--- src/rtl/instr_loader_pkg.sv ---
// Shared types for the instruction loader: opcodes, operand fields, FSM states.
// Optional build macro INSTR_LOADER_CHECKSUM_EN is consumed by instr_loader.
package instr_loader_pkg;

  localparam int OP_W  = 6;
  localparam int REG_W = 5;

  typedef enum logic [OP_W-1:0] {
    OP_RTYPE = 6'h00,
    OP_J     = 6'h02,
    OP_BEQ   = 6'h04,
    OP_BNE   = 6'h05,
    OP_ADDI  = 6'h08,
    OP_LW    = 6'h23,
    OP_SW    = 6'h2B
  } opcode_type;

  typedef struct packed {
    logic [REG_W-1:0] rs;
    logic [REG_W-1:0] rt;
    logic [REG_W-1:0] rd;
    logic [REG_W-1:0] shamt;
    logic [5:0]       funct;
    logic [15:0]      imm;
    logic [25:0]      target;
  } instr_fields_t;

  typedef enum logic [1:0] {
    IDLE,
    LOAD,
    DONE
  } loader_state_t;

endpackage

--- src/rtl/instr_loader_encoder.sv ---
// Packs an opcode plus operand fields into a 32-bit MIPS word.
// legal is low for any opcode outside the supported set.
module instr_encoder
  import instr_loader_pkg::*;
(
  input  logic [OP_W-1:0] op,
  input  instr_fields_t   f,
  output logic [31:0]     word,
  output logic            legal
);

  logic is_r;
  logic is_j;
  logic is_i;

  assign is_r = (op == OP_RTYPE);
  assign is_j = (op == OP_J);
  assign is_i = (op == OP_LW)  || (op == OP_SW)  ||
                (op == OP_BEQ) || (op == OP_BNE) ||
                (op == OP_ADDI);

  // Select the R/I/J field layout for the opcode class.
  always_comb begin
    word  = '0;
    legal = 1'b0;
    unique case (1'b1)
      is_r: begin
        word  = {op, f.rs, f.rt, f.rd,
                 f.shamt, f.funct};
        legal = 1'b1;
      end
      is_j: begin
        word  = {op, f.target};
        legal = 1'b1;
      end
      is_i: begin
        word  = {op, f.rs, f.rt, f.imm};
        legal = 1'b1;
      end
      default: begin
        word  = '0;
        legal = 1'b0;
      end
    endcase
  end

endmodule

--- src/rtl/instr_loader.sv ---
// Streams field-level descriptors into sequential imem writes.
// Define INSTR_LOADER_CHECKSUM_EN to add a running XOR checksum output.
module instr_loader
  import instr_loader_pkg::*;
#(
  parameter int ADDR_W    = 8,
  parameter int BASE_ADDR = 0
) (
  input  logic              clk,
  input  logic              rst,
  input  logic              start,
  input  logic              in_valid,
  output logic              in_ready,
  input  logic [OP_W-1:0]   in_op,
  input  logic [REG_W-1:0]  in_rs,
  input  logic [REG_W-1:0]  in_rt,
  input  logic [REG_W-1:0]  in_rd,
  input  logic [REG_W-1:0]  in_shamt,
  input  logic [5:0]        in_funct,
  input  logic [15:0]       in_imm,
  input  logic [25:0]       in_target,
  input  logic              in_last,
  output logic              imem_we,
  output logic [ADDR_W-1:0] imem_addr,
  output logic [31:0]       imem_wdata,
  output logic              busy,
  output logic              done,
  output logic              overflow,
  output logic              err_illegal
`ifdef INSTR_LOADER_CHECKSUM_EN
  ,
  output logic [31:0]       checksum
`endif
);

  localparam logic [ADDR_W-1:0] BASE = ADDR_W'(BASE_ADDR);
  localparam logic [ADDR_W-1:0] TOP  = '1;

  loader_state_t     state;
  logic [ADDR_W-1:0] cnt;
  instr_fields_t     fields;
  logic [31:0]       word;
  logic              legal;
  logic              hs;
  logic              at_top;

  assign fields.rs     = in_rs;
  assign fields.rt     = in_rt;
  assign fields.rd     = in_rd;
  assign fields.shamt  = in_shamt;
  assign fields.funct  = in_funct;
  assign fields.imm    = in_imm;
  assign fields.target = in_target;

  instr_encoder u_enc (
    .op    (in_op),
    .f     (fields),
    .word  (word),
    .legal (legal)
  );

  assign in_ready = (state == LOAD) && !start;
  assign hs       = in_valid && in_ready;
  assign busy     = (state == LOAD);
  assign at_top   = (cnt == TOP);

  // Session FSM, address counter, write port and sticky flags.
  always_ff @(posedge clk or posedge rst) begin
    if (rst) begin
      state       <= IDLE;
      cnt         <= BASE;
      imem_we     <= 1'b0;
      imem_addr   <= BASE;
      imem_wdata  <= '0;
      done        <= 1'b0;
      overflow    <= 1'b0;
      err_illegal <= 1'b0;
    end else begin
      imem_we <= 1'b0;
      if (start) begin
        state       <= LOAD;
        cnt         <= BASE;
        done        <= 1'b0;
        overflow    <= 1'b0;
        err_illegal <= 1'b0;
      end else if (hs) begin
        if (legal) begin
          imem_we    <= 1'b1;
          imem_addr  <= cnt;
          imem_wdata <= word;
          // the last slot is a hard stop: no wrap
          if (!at_top) cnt <= cnt + 1'b1;
          if (in_last || at_top) begin
            state <= DONE;
            done  <= 1'b1;
          end
          if (at_top && !in_last)
            overflow <= 1'b1;
        end else begin
          err_illegal <= 1'b1;
          if (in_last) begin
            state <= DONE;
            done  <= 1'b1;
          end
        end
      end
    end
  end

`ifdef INSTR_LOADER_CHECKSUM_EN
  // XOR of every word written, updated with the write strobe.
  always_ff @(posedge clk or posedge rst) begin
    if (rst)
      checksum <= '0;
    else if (start)
      checksum <= '0;
    else if (hs && legal)
      checksum <= checksum ^ word;
  end
`endif

endmodule

--- config.mk ---
export PLATFORM = sky130hd
export DESIGN_NAME = instr_loader
export DESIGN_NICKNAME = d
export VERILOG_FILES = /design/src/rtl/instr_loader_pkg.sv /design/src/rtl/instr_loader_encoder.sv /design/src/rtl/instr_loader.sv
export SDC_FILE = /design/constraint.sdc
export NUM_CORES = 1
export LEC_CHECK = 0
export BUFFER_PORTS_ARGS = -buffer_cell sky130_fd_sc_hd__buf_2
export CAP_MARGIN = 20
export CORE_MARGIN = 2
export CORE_UTILIZATION = 44
export CTS_BUF_LIST = sky130_fd_sc_hd__clkbuf_2 sky130_fd_sc_hd__clkbuf_4 sky130_fd_sc_hd__clkbuf_8
export DETAILED_ROUTE_END_ITERATION = 10
export HOLD_SLACK_MARGIN = 0.02
export PLACE_DENSITY = 0.79
export SYNTH_ARGS = -nofsm -noshare
export SYNTH_HDL_FRONTEND = slang
export SYNTH_HIERARCHICAL = 1
export SYNTH_SLANG_ARGS = --single-unit
--- constraint.sdc ---
create_clock -name clk -period 1.6 [get_ports clk]
set_input_delay 0.08 -clock clk [delete_from_list [all_inputs] [get_ports clk]]
set_output_delay 0.08 -clock clk [all_outputs]
set_load 0.01 [all_outputs]
---- Word-level counts from Yosys, hierarchy flattened ----
Cells that the tools add are included.
W data, S select, Z words.
storage, ports and cells
  output and inout port bits .............. 46
  register bits after elaboration ......... 54
  word-level logic and storage cells ...... 68
cells by class
  muxes and demuxes ....................... 26
  equality and inequality tests ........... 11
  bitwise gates (word level) .............. 1
  reductions and logical operators ........ 21
  $add $sub $neg .......................... 1
operators with widths
  cell                   count
  $pmux W32 S3           1
  $mux W8                4
  $mux W1                16
  $eq A6 B3 Y1 const B   2
  $eq A6 B6 Y1 const B   2
  $reduce_and A3 Y1      4
  $mux W2                5
  $add A8 B1 Y8 const B  1
  $eq A8 B8 Y1 const B   1
  $eq A6 B2 Y1 const B   1
  $eq A6 B4 Y1 const B   1
  $logic_not A6 Y1       1
  $reduce_bool A2 Y1     3
  $logic_or A1 B1 Y1     5
  $ne A2 B2 Y1 const B   2
  $logic_and A1 B1 Y1    3
  $ne A3 B2 Y1 const B   1
  $reduce_bool A3 Y1     1
  $reduce_or A3 Y1       1
  $eq A2 B1 Y1 const B   1
  $logic_not A1 Y1       2
  $reduce_and A2 Y1      1
  $not A1 Y1             1

---- Logic depth before layout (Yosys ltp) ----
Gate-level depths: netlist of the first run.
  depth after elaboration ................. 10
  gate-level depth with buffers ........... 9
  mapped depth without buffers ............ 7

---- Modules after synthesis ----
Netlist of the first run, hierarchy kept.
by module, submodules not included
  module         times used  cells an instance  area an instance (um^2)
  instr_loader   1           220                2138.3
  instr_encoder  1           69                 605.6

---- Worst setup path before layout of the first run ----
OpenSTA, ideal clock, no wires.
  kind .................................... in2reg
  start ................................... input port in_op[4]
  end ..................................... register cnt[7]
  required time ........................... 1.475 ns
  slack ................................... -0.328 ns
  stages on the path ...................... 7
  data arrival time ....................... 1.803 ns
  path buffers ............................ 1
  cell sequence ........................... clkbuf_2 -> nor3_2 -> nand2_2 -> o22ai_1 -> o211ai_4 -> nor4_1 -> mux2_2
between the ends
  word-level cells in the longest chain between the ends .. 9
  elaborated cells on any way between the ends .. 15
  those cells by class .................... eq/ne (6); mux (1); reduce/logical (8)
ends and longest elaborated chain
  item                                     line                        RTL
  start: declaration                       instr_loader.sv:14          input logic [OP_W-1:0] in_op,
  $eq A6 B6 Y1                             instr_loader_encoder.sv:18  assign is_i = (op == OP_LW) || (op == OP_SW) ||
  $logic_or A1 B1 Y1 (2 in series)         instr_loader_encoder.sv:18
  $logic_or A1 B1 Y1 (2 in series)         instr_loader_encoder.sv:19  (op == OP_BEQ) || (op == OP_BNE) ||
  $reduce_or A3 Y1 (no source line) (*)    n/a
  $mux W1 (*)                              instr_loader_encoder.sv:26  unique case (1'b1)
  named net legal                          instr_loader.sv:43          logic legal;
  $reduce_bool A2 Y1 (no source line) (*)  n/a
  $reduce_and A3 Y1 (no source line) (*)   n/a
  end signal: assignment                   instr_loader.sv:92          if (!at_top) cnt <= cnt + 1'b1;
  end: declaration                         instr_loader.sv:40          logic [ADDR_W-1:0] cnt;
Mark *: on every way through the listed nets, which the timed path passes. The rest lies on a longest branch.
A chain may end at the register's enable or synchronous reset.

==> results of run 1 <==
## metrics by stage
step / power [mW] / util, %
floorplan: 1.66 / -
global placement: 1.87 / 60.1
detailed placement: 1.88 / 60.1
CTS: 2.94 / 62.5
global route: 3.04 / 62.8
finish: 2.91 / 62.8
## cells by family after synthesis
kind of cell,count (synthesis),share of synthesized area [%]
other,1,0.137
muxes,25,9.44
AOI/OAI and AO/OA,49,14.3
and+or+nand+nor,137,23.0
xor gates and xnor gates,1,0.319
DFF,53,48.3
adders and majority gates,1,0.456
buffers and inverters,22,4.01
## power by group through the flow
stage / Combinational, mW / Clock (mW) / Sequential (mW)
after floorplan: 0.191 / 0 / 1.47
after global placement: 0.429 / 0 / 1.44
after detailed placement: 0.438 / 0 / 1.45
after CTS: 0.443 / 1.08 / 1.42
after global routing: 0.484 / 1.13 / 1.43
final: 0.436 / 1.05 / 1.42
## path summary, 6_finish.rpt
| kind | from | to | slack, ns | cells after the start |
|---|---|---|---|---|
| max | done | cnt[5] | 0.05 | 4 |
| min | in_valid | err_illegal | 0.06 | 3 |
| max reg2reg | done | cnt[5] | 0.05 | 4 |
| min reg2reg | imem_wdata[31] | imem_wdata[31] | 0.48 | 2 |
| max in group asynchronous | rst | imem_wdata[5] | 0.95 | 4 |
| min in group asynchronous | rst | imem_wdata[29] | 0.38 | 4 |
## per-layer routing
metal  vias up  part of all wire (%)  track usage, %
met1      1255                    42            26.6
met5         -                     0               0
met2       114                    50            37.5
li1       1271                     -               -
met4         0                   1.7            5.96
met3        13                   7.0            4.77
## synthesized netlist by cell type, drive strengths merged, types with 2 or more instances
library cell / count / area share (%)
o21ai: 6 / 1.1
and2: 2 / 0.46
a22o: 10 / 3.2
buf: 12 / 2.6
nor2b: 4 / 0.91
mux2i: 18 / 6.6
nor4: 2 / 0.46
nand3: 4 / 0.73
nor3: 3 / 0.73
o31ai: 3 / 0.82
mux2: 7 / 2.9
a21oi: 7 / 1.7
nor2: 11 / 2.3
o22ai: 2 / 0.46
inv: 7 / 0.96
nand4: 2 / 0.46
dfrtp: 53 / 48
nand2: 102 / 14
o2bb2ai: 16 / 5.1
or4: 2 / 0.55
clkbuf: 2 / 0.32
## registers in the layout, indices dropped and copies added (netlist names)
name         cells
imem_we          1
err_illegal      1
done             1
overflow         1
state            1
cnt              8
imem_addr        8
imem_wdata      32
## final cells by class
type | count | area, sq um
clock buffers | 5 | 68.8
clock inverters | 3 | 65.1
fillers | 507 | 2230
inverters | 8 | 30.0
multi-input cells | 214 | 1350
flip-flops and latches | 53 | 1330
well taps | 75 | 93.8
repair buffers | 150 | 831
## tightest hold or removal path, delay by kind of cell
family,cells,cell delay (ns)
simple gates,1,0.08
compound gates,1,0.07
buf+inv,1,0.09
## timing repair
action | CTS | global route
buffers inserted | 0 | 2
gates resized for setup | 0 | 1
hold buffers | 1 | 0
endpoints found under the setup margin | 0 | 5
endpoints found under the hold margin | 53 | 0
==> summary.md, run 1 <==
| Metric | Value |
|---|---|
| Max Slew Vio Count | `0` |
| Pwr dens | `773 nW/um^2` |
| Initial core utilization | `around 46%` |
| Crit path buf inv count | `0` |
| Routed Wire Length | `between 7000 and 8000 um` |
| Final setup fails | `0` |
| Avg WL per Cell | `around 14 um` |
| Worst setup EP type | `flop` |
| Post-Synthesis Net Count | `approximately 370` |
| Seq pwr share | `48.8%` |
| Seq/Total Area, Yosys | `48.3%` |
| EDFF count, synth | `0` |
| #FFs+latches synth | `53` |
| Fin Setup TNS | `0 ns` |
| Vias | `approximately 2700` |
| Largest net degree at the start of global routing | `28` |
| Period utilization | `96.6%` |
| Critical path, cell by cell | `and4bb_4, o211ai_4, or4_1, a21oi_1` |
| Asr flop ratio synth | `100%` |
| TritonCTS clock tree | `built` |
| Top FF cell, synth | `dfrtp_1` |
| Critical path arrival | `around 1.8 ns` |
| Most frequent cells in the layout | `124 x buf_2, 100 x nand2_1, 53 x dfrtp_1` |
| Clk pwr share | `between 30% and 40%` |
| Worst-Skew Late Latency | `about 0.30 ns` |
| ANT nets after route | `0` |
| CTS sink count | `53` |
| IO Count | `roughly 130` |
| Placed standard-cell area | `about 3600 sq um` |
| Warnings, synthesis | `6` |
| Port Buffers | `between 100 and 150` |
| CP required | `about 1.8 ns` |
| Sw Share | `23.6%` |
| Critical Path Fanout Max | `5` |
| CTS clock-pin slew for the worst setup and hold paths | `approximately 0.090 ns` |
| Max Cap Viol | `0` |
| Drt first pass iters | `4` |
| Share of layout cells above drive strength 1 | `roughly two fifths` |
| Detailed Route Iter0 Violations | `just under 70` |
| CP Class | `reg2reg` |
| Status | `completed` |
| Library cells used by synthesis | `43` |
| Layout Skew | `0.00276 ns` |
| Area growth syn-to-layout | `37.1%` |
| DR DRC count | `0` |
| VDD IR max | `roughly 0.42 mV` |
| First-pass GRT wire length | `about 12000 um` |
| Syn_area_per_cell | `9.49 sq um` |
| DP HPWL | `roughly 5600 um` |
| Global route total overflow | `0` |
| Core area | `roughly 6000 sq um` |
| Post-synthesis cell area | `between 2000 and 3000 sq um` |
| # rows | `28` |
| Power share of the combinational group | `approximately 15%` |
| Clock buffer depth | `2` |
| Setup WS pre-CTS | `-0.0333 ns` |
| Final Critical Period | `approximately 1.5 ns` |
| Fin cells | `508` |
| RSZ-0062 raised after global routing | `yes` |
| Antenna diodes | `0` |
| Psw | `between 0.6 and 0.7 mW` |
| Total track usage | `a little over a fifth` |
| DP Cell Count | `~500` |
| Commonest non-fill, non-tap cell in the layout | `buf_2` |
| Leak | `approximately 2.1 nW` |
| Gpl congestion | `around 0.83` |
| Vias in the first global route | `~2600` |
| Design Area, Final | `between 3000 and 4000 sq um` |
| Worst hold path class | `in2reg` |
| PnR worst setup slack | `between 0.05 and 0.06 ns` |
| CTS root buffer | `clkbuf_8` |
| Die area | `slightly below 7000 sq um` |
| Final nets | `approximately 500` |
| FMAX | `~0.65 GHz` |
| Startpoint class of the critical path | `flop` |
| Slowest cell on the critical path | `or4_1` |
| Final Hold Fails | `0` |
| Die Width | `a little over 80 um` |
| Initial antenna violation count | `0` |
| Cts bufs inserted | `5` |
| H-tree depth | `2` |
| Slowest stage delay, CP | `0.51 ns` |
| Internal | `between 2 and 2.5 mW` |
| Hold_ws | `~0.063 ns` |
| Via density | `roughly 5.2` |
| Cells after synthesis | `around 290` |
| Delay-heaviest family, CP | `simple AND/OR/NAND/NOR gates` |
| Die Height | `~83 um` |
No activity file was read; power rests on OpenSTA's default activity.
==> run 2, diff against run 1 <==
--- a/config.mk
+++ b/config.mk
@@ -12,6 +12,7 @@
 export CTS_BUF_LIST = sky130_fd_sc_hd__clkbuf_2 sky130_fd_sc_hd__clkbuf_4 sky130_fd_sc_hd__clkbuf_8
 export DETAILED_ROUTE_END_ITERATION = 10
 export HOLD_SLACK_MARGIN = 0.02
+export MAX_ROUTING_LAYER = met4
 export PLACE_DENSITY = 0.79
 export SYNTH_ARGS = -nofsm -noshare
 export SYNTH_HDL_FRONTEND = slang
==> summary.md, run 2 (synthesis results as in run 1) <==
| Metric | Value |
|---|---|
| Commonest non-fill, non-tap cell in the layout | `buf_2` |
| CP required | `between 1.5 and 2 ns` |
| Routed Wire Length | `7330 um` |
| Critical R2R Launch | `done` |
| RSZ-0062 raised after global routing | `yes` |
| Status | `completed` |
| H-tree depth | `2` |
| Placed standard-cell area | `around 3600 sq um` |
| Sw Share | `approximately a quarter` |
| FF-to-FF End | `cnt[5]` |
| PnR worst setup slack | `between 0.05 and 0.06 ns` |
| Max reg flops | `32` |
| IO Count | `about 130` |
| CTS sink count | `between 50 and 60` |
| Antenna diodes | `0` |
| Psw | `approximately 0.69 mW` |
| Final Critical Period | `between 1.5 and 2 ns` |
| Final setup fails | `0` |
| Hold endpoint | `err_illegal` |
| VDD IR max | `0.423 mV` |
| CTS root buffer | `clkbuf_8` |
| GRT met1 Usage | `between 20% and 30%` |
| Critical Path Fanout Max | `5` |
| Die Height | `83.0 um` |
| Critical path arrival | `between 1.5 and 2 ns` |
| Max Slew Vio Count | `0` |
| Global route total overflow | `0` |
| Core area | `roughly 6000 sq um` |
| Total track usage | `between 20 and 25%` |
| Biggest register | `imem_wdata` |
| Startpoint class of the critical path | `flop` |
| Vias | `around 2700` |
| Avg WL per Cell | `14.4 um` |
| Largest net degree at the start of global routing | `28` |
| Footprint of the multi-input gates | `about 1300 sq um` |
| Final Total Pwr | `roughly 2.9 mW` |
| Clk pwr share | `36.2%` |
| Detailed Route Iter0 Violations | `between 50 and 60` |
| TritonCTS clock tree | `built` |
| Fillers | `about 510` |
| Vias in the first global route | `approximately 2600` |
| Leak | `2.11 nW` |
| Cts bufs inserted | `5` |
| Pwr dens | `773 nW/um^2` |
| CP Class | `reg2reg` |
| FMAX | `about 0.65 GHz` |
| CTS clock-pin slew for the worst setup and hold paths | `roughly 0.090 ns` |
| Worst-Skew Late Latency | `~0.3 ns` |
| Final Hold Fails | `0` |
| Design Area, Final | `about 3800 sq um` |
| Max Cap Viol | `0` |
| DR DRC count | `0` |
| Gpl congestion | `approximately 0.85` |
| Reg area | `1330 sq um` |
| Via density | `approximately 5.3` |
| Final nets | `approximately 510` |
| Hold Path Depth | `3` |
| ANT nets after route | `0` |
| Biggest regs | `imem_wdata x32, cnt x8, imem_addr x8` |
| Hold Startpoint | `in_valid` |
| Met3 Use GR | `around 4.8%` |
| Layout Skew | `between 0.002 and 0.003 ns` |
| Setup WS pre-CTS | `-0.0333 ns` |
| Power share of the combinational group | `15.0%` |
| Share of layout cells above drive strength 1 | `around two fifths` |
| Worst reg2reg setup slack | `about 0.055 ns` |
| Internal | `roughly 2.2 mW` |
| R2R depth | `4` |
| Seq pwr share | `48.8%` |
| Die Width | `between 80 and 90 um` |
| Clock buffer depth | `2` |
| Die area | `6880 sq um` |
| # rows | `28` |
| Grt met2 use | `37.6%` |
| GR peak layer | `met2` |
| Area growth syn-to-layout | `37.1%` |
| Port Buffers | `between 100 and 150` |
| First-pass GRT wire length | `12200 um` |
| Initial antenna violation count | `0` |
| Drt first pass iters | `4` |
| Initial core utilization | `between 40% and 50%` |
| Worst setup EP type | `flop` |
| Most frequent cells in the layout | `124 x buf_2, 100 x nand2_1, 53 x dfrtp_1` |
| Period utilization | `between 90% and 100%` |
| Worst hold path class | `in2reg` |
| DP HPWL | `between 5000 and 6000 um` |
## run 2: cell counts in the layout (fill, tap and decap cells not counted)
No cell type changed its count.
## run 2: power groups by stage
| stage | Clock, mW | Sequential, mW | Combinational (mW) |
|---|---|---|---|
| 2_1_floorplan | 0 | 1.47 | 0.191 |
| 5_1_grt | 1.13 | 1.43 | 0.484 |
| 3_3_place_gp | 0 | 1.44 | 0.429 |
| 3_5_place_dp | 0 | 1.45 | 0.438 |
| 4_1_cts | 1.08 | 1.42 | 0.443 |
| 6_report | 1.05 | 1.42 | 0.436 |
## run 2: layout make-up
cell class | instances | area share (%)
Clock buffer | 5 | 1.83
Sequential cell | 53 | 35.3
Inverter | 8 | 0.798
Tap cell | 75 | 2.50
Timing Repair Buffer | 150 | 22.1
Multi-Input combinational cell | 214 | 35.8
Clock inverter | 3 | 1.73
## run 2: stage by stage
stage	TNS, ns	util, %	hold slack [ns]	cells
floorplan	0	-	0.206	289
global placement	-0.0132	60.1	0.160	497
detailed placement	-0.0634	60.1	0.162	497
CTS	0	62.5	0.0539	506
global route	-0.000152	62.8	0.0901	508
finish	0	62.8	0.0635	508
## run 2: what timing repair did
item	in CTS	in global routing
hold buffers	1	0
setup buffers	0	2
resized for setup	0	1
setup endpoints to repair	0	5
hold endpoints to repair	53	0
## run 2: worst max path at each step
stage	start	endpoint	slack, ns	cells past startpoint
final	done	cnt[5]	0.06	4
after detailed placement	in_op[5]	cnt[5]	-0.03	7
after global routing	done	cnt[3]	-0.0002	4
after CTS	cnt[1]	cnt[5]	0.02	5
after global placement	in_op[5]	cnt[5]	-0.01	7
after floorplan	cnt[0]	cnt[5]	0.0003	5
## run 2: worst max-delay path: stages (launching register included)
cell      delay (ns)
dfrtp_1         0.39
and4bb_4        0.34
o211ai_4        0.11
or4_1           0.51
a21oi_1         0.13
## run 2: routing by layer
metal | wire, um | vias up
met5 | 0 | -
met1 | 3110 | 1283
li1 | - | 1272
met3 | 470 | 15
met2 | 3610 | 108
met4 | 140 | 0
==> run 3, diff against run 2 <==
--- a/config.mk
+++ b/config.mk
@@ -7,6 +7,7 @@
 export LEC_CHECK = 0
 export BUFFER_PORTS_ARGS = -buffer_cell sky130_fd_sc_hd__buf_2
 export CAP_MARGIN = 20
+export CORE_ASPECT_RATIO = 1.4
 export CORE_MARGIN = 2
 export CORE_UTILIZATION = 44
 export CTS_BUF_LIST = sky130_fd_sc_hd__clkbuf_2 sky130_fd_sc_hd__clkbuf_4 sky130_fd_sc_hd__clkbuf_8
==> summary.md, run 3 (synthesis results as in run 1) <==
| Metric | Value |
|---|---|
| Final Hold Fails | `0` |
| Area growth syn-to-layout | `33.1%` |
| Startpoint class of the critical path | `flop` |
| Via density | `between 5 and 6` |
| Final setup fails | `0` |
| Layout Skew | `between 0.008 and 0.009 ns` |
| Leak | `2.05 nW` |
| TritonCTS clock tree | `built` |
| Biggest regs | `imem_wdata x32, cnt x8, imem_addr x8` |
| Die area | `6890 sq um` |
| Largest net degree at the start of global routing | `32` |
| Final Critical Period | `about 1.6 ns` |
| Period utilization | `97.0%` |
| Drt first pass iters | `4` |
| Clock buffer depth | `2` |
| Max reg flops | `32` |
| Core area | `between 6000 and 7000 sq um` |
| Hold Path Depth | `3` |
| Antenna diodes | `0` |
| Avg WL per Cell | `14.3 um` |
| CTS root buffer | `clkbuf_8` |
| Worst setup EP type | `flop` |
| # rows | `34` |
| Pwr dens | `around 710 nW/um^2` |
| Fin Setup TNS | `0 ns` |
| Most frequent cells in the layout | `124 x buf_2, 100 x nand2_1, 53 x dfrtp_1` |
| FMAX | `roughly 0.64 GHz` |
| Critical Path Fanout Max | `4` |
| Vias | `about 2600` |
| Critical path arrival | `~1.8 ns` |
| Initial antenna violation count | `0` |
| Max Slew Vio Count | `0` |
| Placed standard-cell area | `3550 sq um` |
| Worst-Skew Late Latency | `between 0.3 and 0.4 ns` |
| CTS clock-pin slew for the worst setup and hold paths | `~0.1 ns` |
| ANT nets after route | `0` |
| First-pass GRT wire length | `about 12000 um` |
| Worst hold path class | `in2reg` |
| CP required | `1.84 ns` |
| Final nets | `504` |
| RSZ-0062 raised after global routing | `yes` |
| Initial core utilization | `about 45%` |
| Design Area, Final | `between 3000 and 4000 sq um` |
| CP Class | `reg2reg` |
| Fin cells | `slightly below 500` |
| Vias in the first global route | `2577` |
| Die Height | `around 97 um` |
| DP Cell Count | `roughly 490` |
| Share of layout cells above drive strength 1 | `about two fifths` |
| Fillers | `roughly 540` |
| Cts bufs inserted | `5` |
| Status | `completed` |
| Detailed Route Iter0 Violations | `slightly below 70` |
| Commonest non-fill, non-tap cell in the layout | `buf_2` |
| H-tree depth | `2` |
| CTS sink count | `53` |
| VDD IR max | `roughly 0.52 mV` |
| Worst reg2reg setup slack | `between 0.04 and 0.05 ns` |
| R2R depth | `5` |
| Port Buffers | `approximately 120` |
| Setup bufs post-CTS | `0` |
| Biggest register | `imem_wdata` |
| DP HPWL | `around 5500 um` |
| Routed Wire Length | `slightly above 7000 um` |
| Die Width | `between 70 and 80 um` |
| IO Count | `125` |
| Total track usage | `a little over a fifth` |
| Final Total Pwr | `~2.6 mW` |
| Global route total overflow | `0` |
| Gpl congestion | `0.794` |
| DR DRC count | `0` |
| Max Cap Viol | `0` |
-- run 3: final timing paths --
check | from | to
worst max register to register | cnt[0] | cnt[5]
worst min register to register | imem_wdata[8] | imem_wdata[8]
worst max-delay path | cnt[0] | cnt[5]
min in group asynchronous | rst | imem_wdata[16]
worst min-delay path | in_valid | err_illegal
max in group asynchronous | rst | imem_wdata[26]
-- run 3: timing repair --
item                                    in CTS  in global routing
hold endpoints to repair                    53                  0
resized for setup                            0                  1
endpoints found under the setup margin       0                  2
hold buffers                                 1                  0
-- run 3: power by group --
part	internal [mW]	switching (mW)	total, mW	leakage (nW)
registers	1.39	0.0291	1.42	0.729
clock network	0.321	0.428	0.749	0.0484
logic	0.198	0.223	0.421	1.28
-- run 3: area by class of cell --
type                       instances  area (sq um)  area share, %
inverter                           8          30.0          0.822
tap                               72          90.1           2.47
timing repair buffer             142           771           21.1
multi-input combinational        214          1350           36.9
clock inverter                     2          10.0          0.274
sequential                        53          1330           36.3
clock buffer                       6          76.3           2.09
-- run 3: critical path, stage by stage (launching register included) --
cell and delay [ns]:
dfrtp_1 0.39, ha_1 0.22, nand3_2 0.11, o211ai_4 0.11, or4_1 0.53, a21oi_2 0.13
-- run 3: layer usage --
layer	vias up	part of all wire (%)	wire length, um	track usage [%]
li1	1254	-	-	-
met1	1190	38	2730	23.6
met2	107	52	3710	38.8
met3	12	7.6	541	4.46
met4	0	2.0	143	7.26
met5	-	0	0	-
-- run 3: through the flow --
| stage | setup WS, ns | util (%) | hold WS [ns] |
|---|---|---|---|
| floorplan | 0.000335 | - | 0.206 |
| global placement | -0.0124 | 58.0 | 0.138 |
| detailed placement | -0.0766 | 58.0 | 0.141 |
| CTS | 0.0543 | 59.5 | 0.0568 |
| global route | -0.0187 | 59.6 | 0.0629 |
| finish | 0.0482 | 59.6 | 0.0711 |
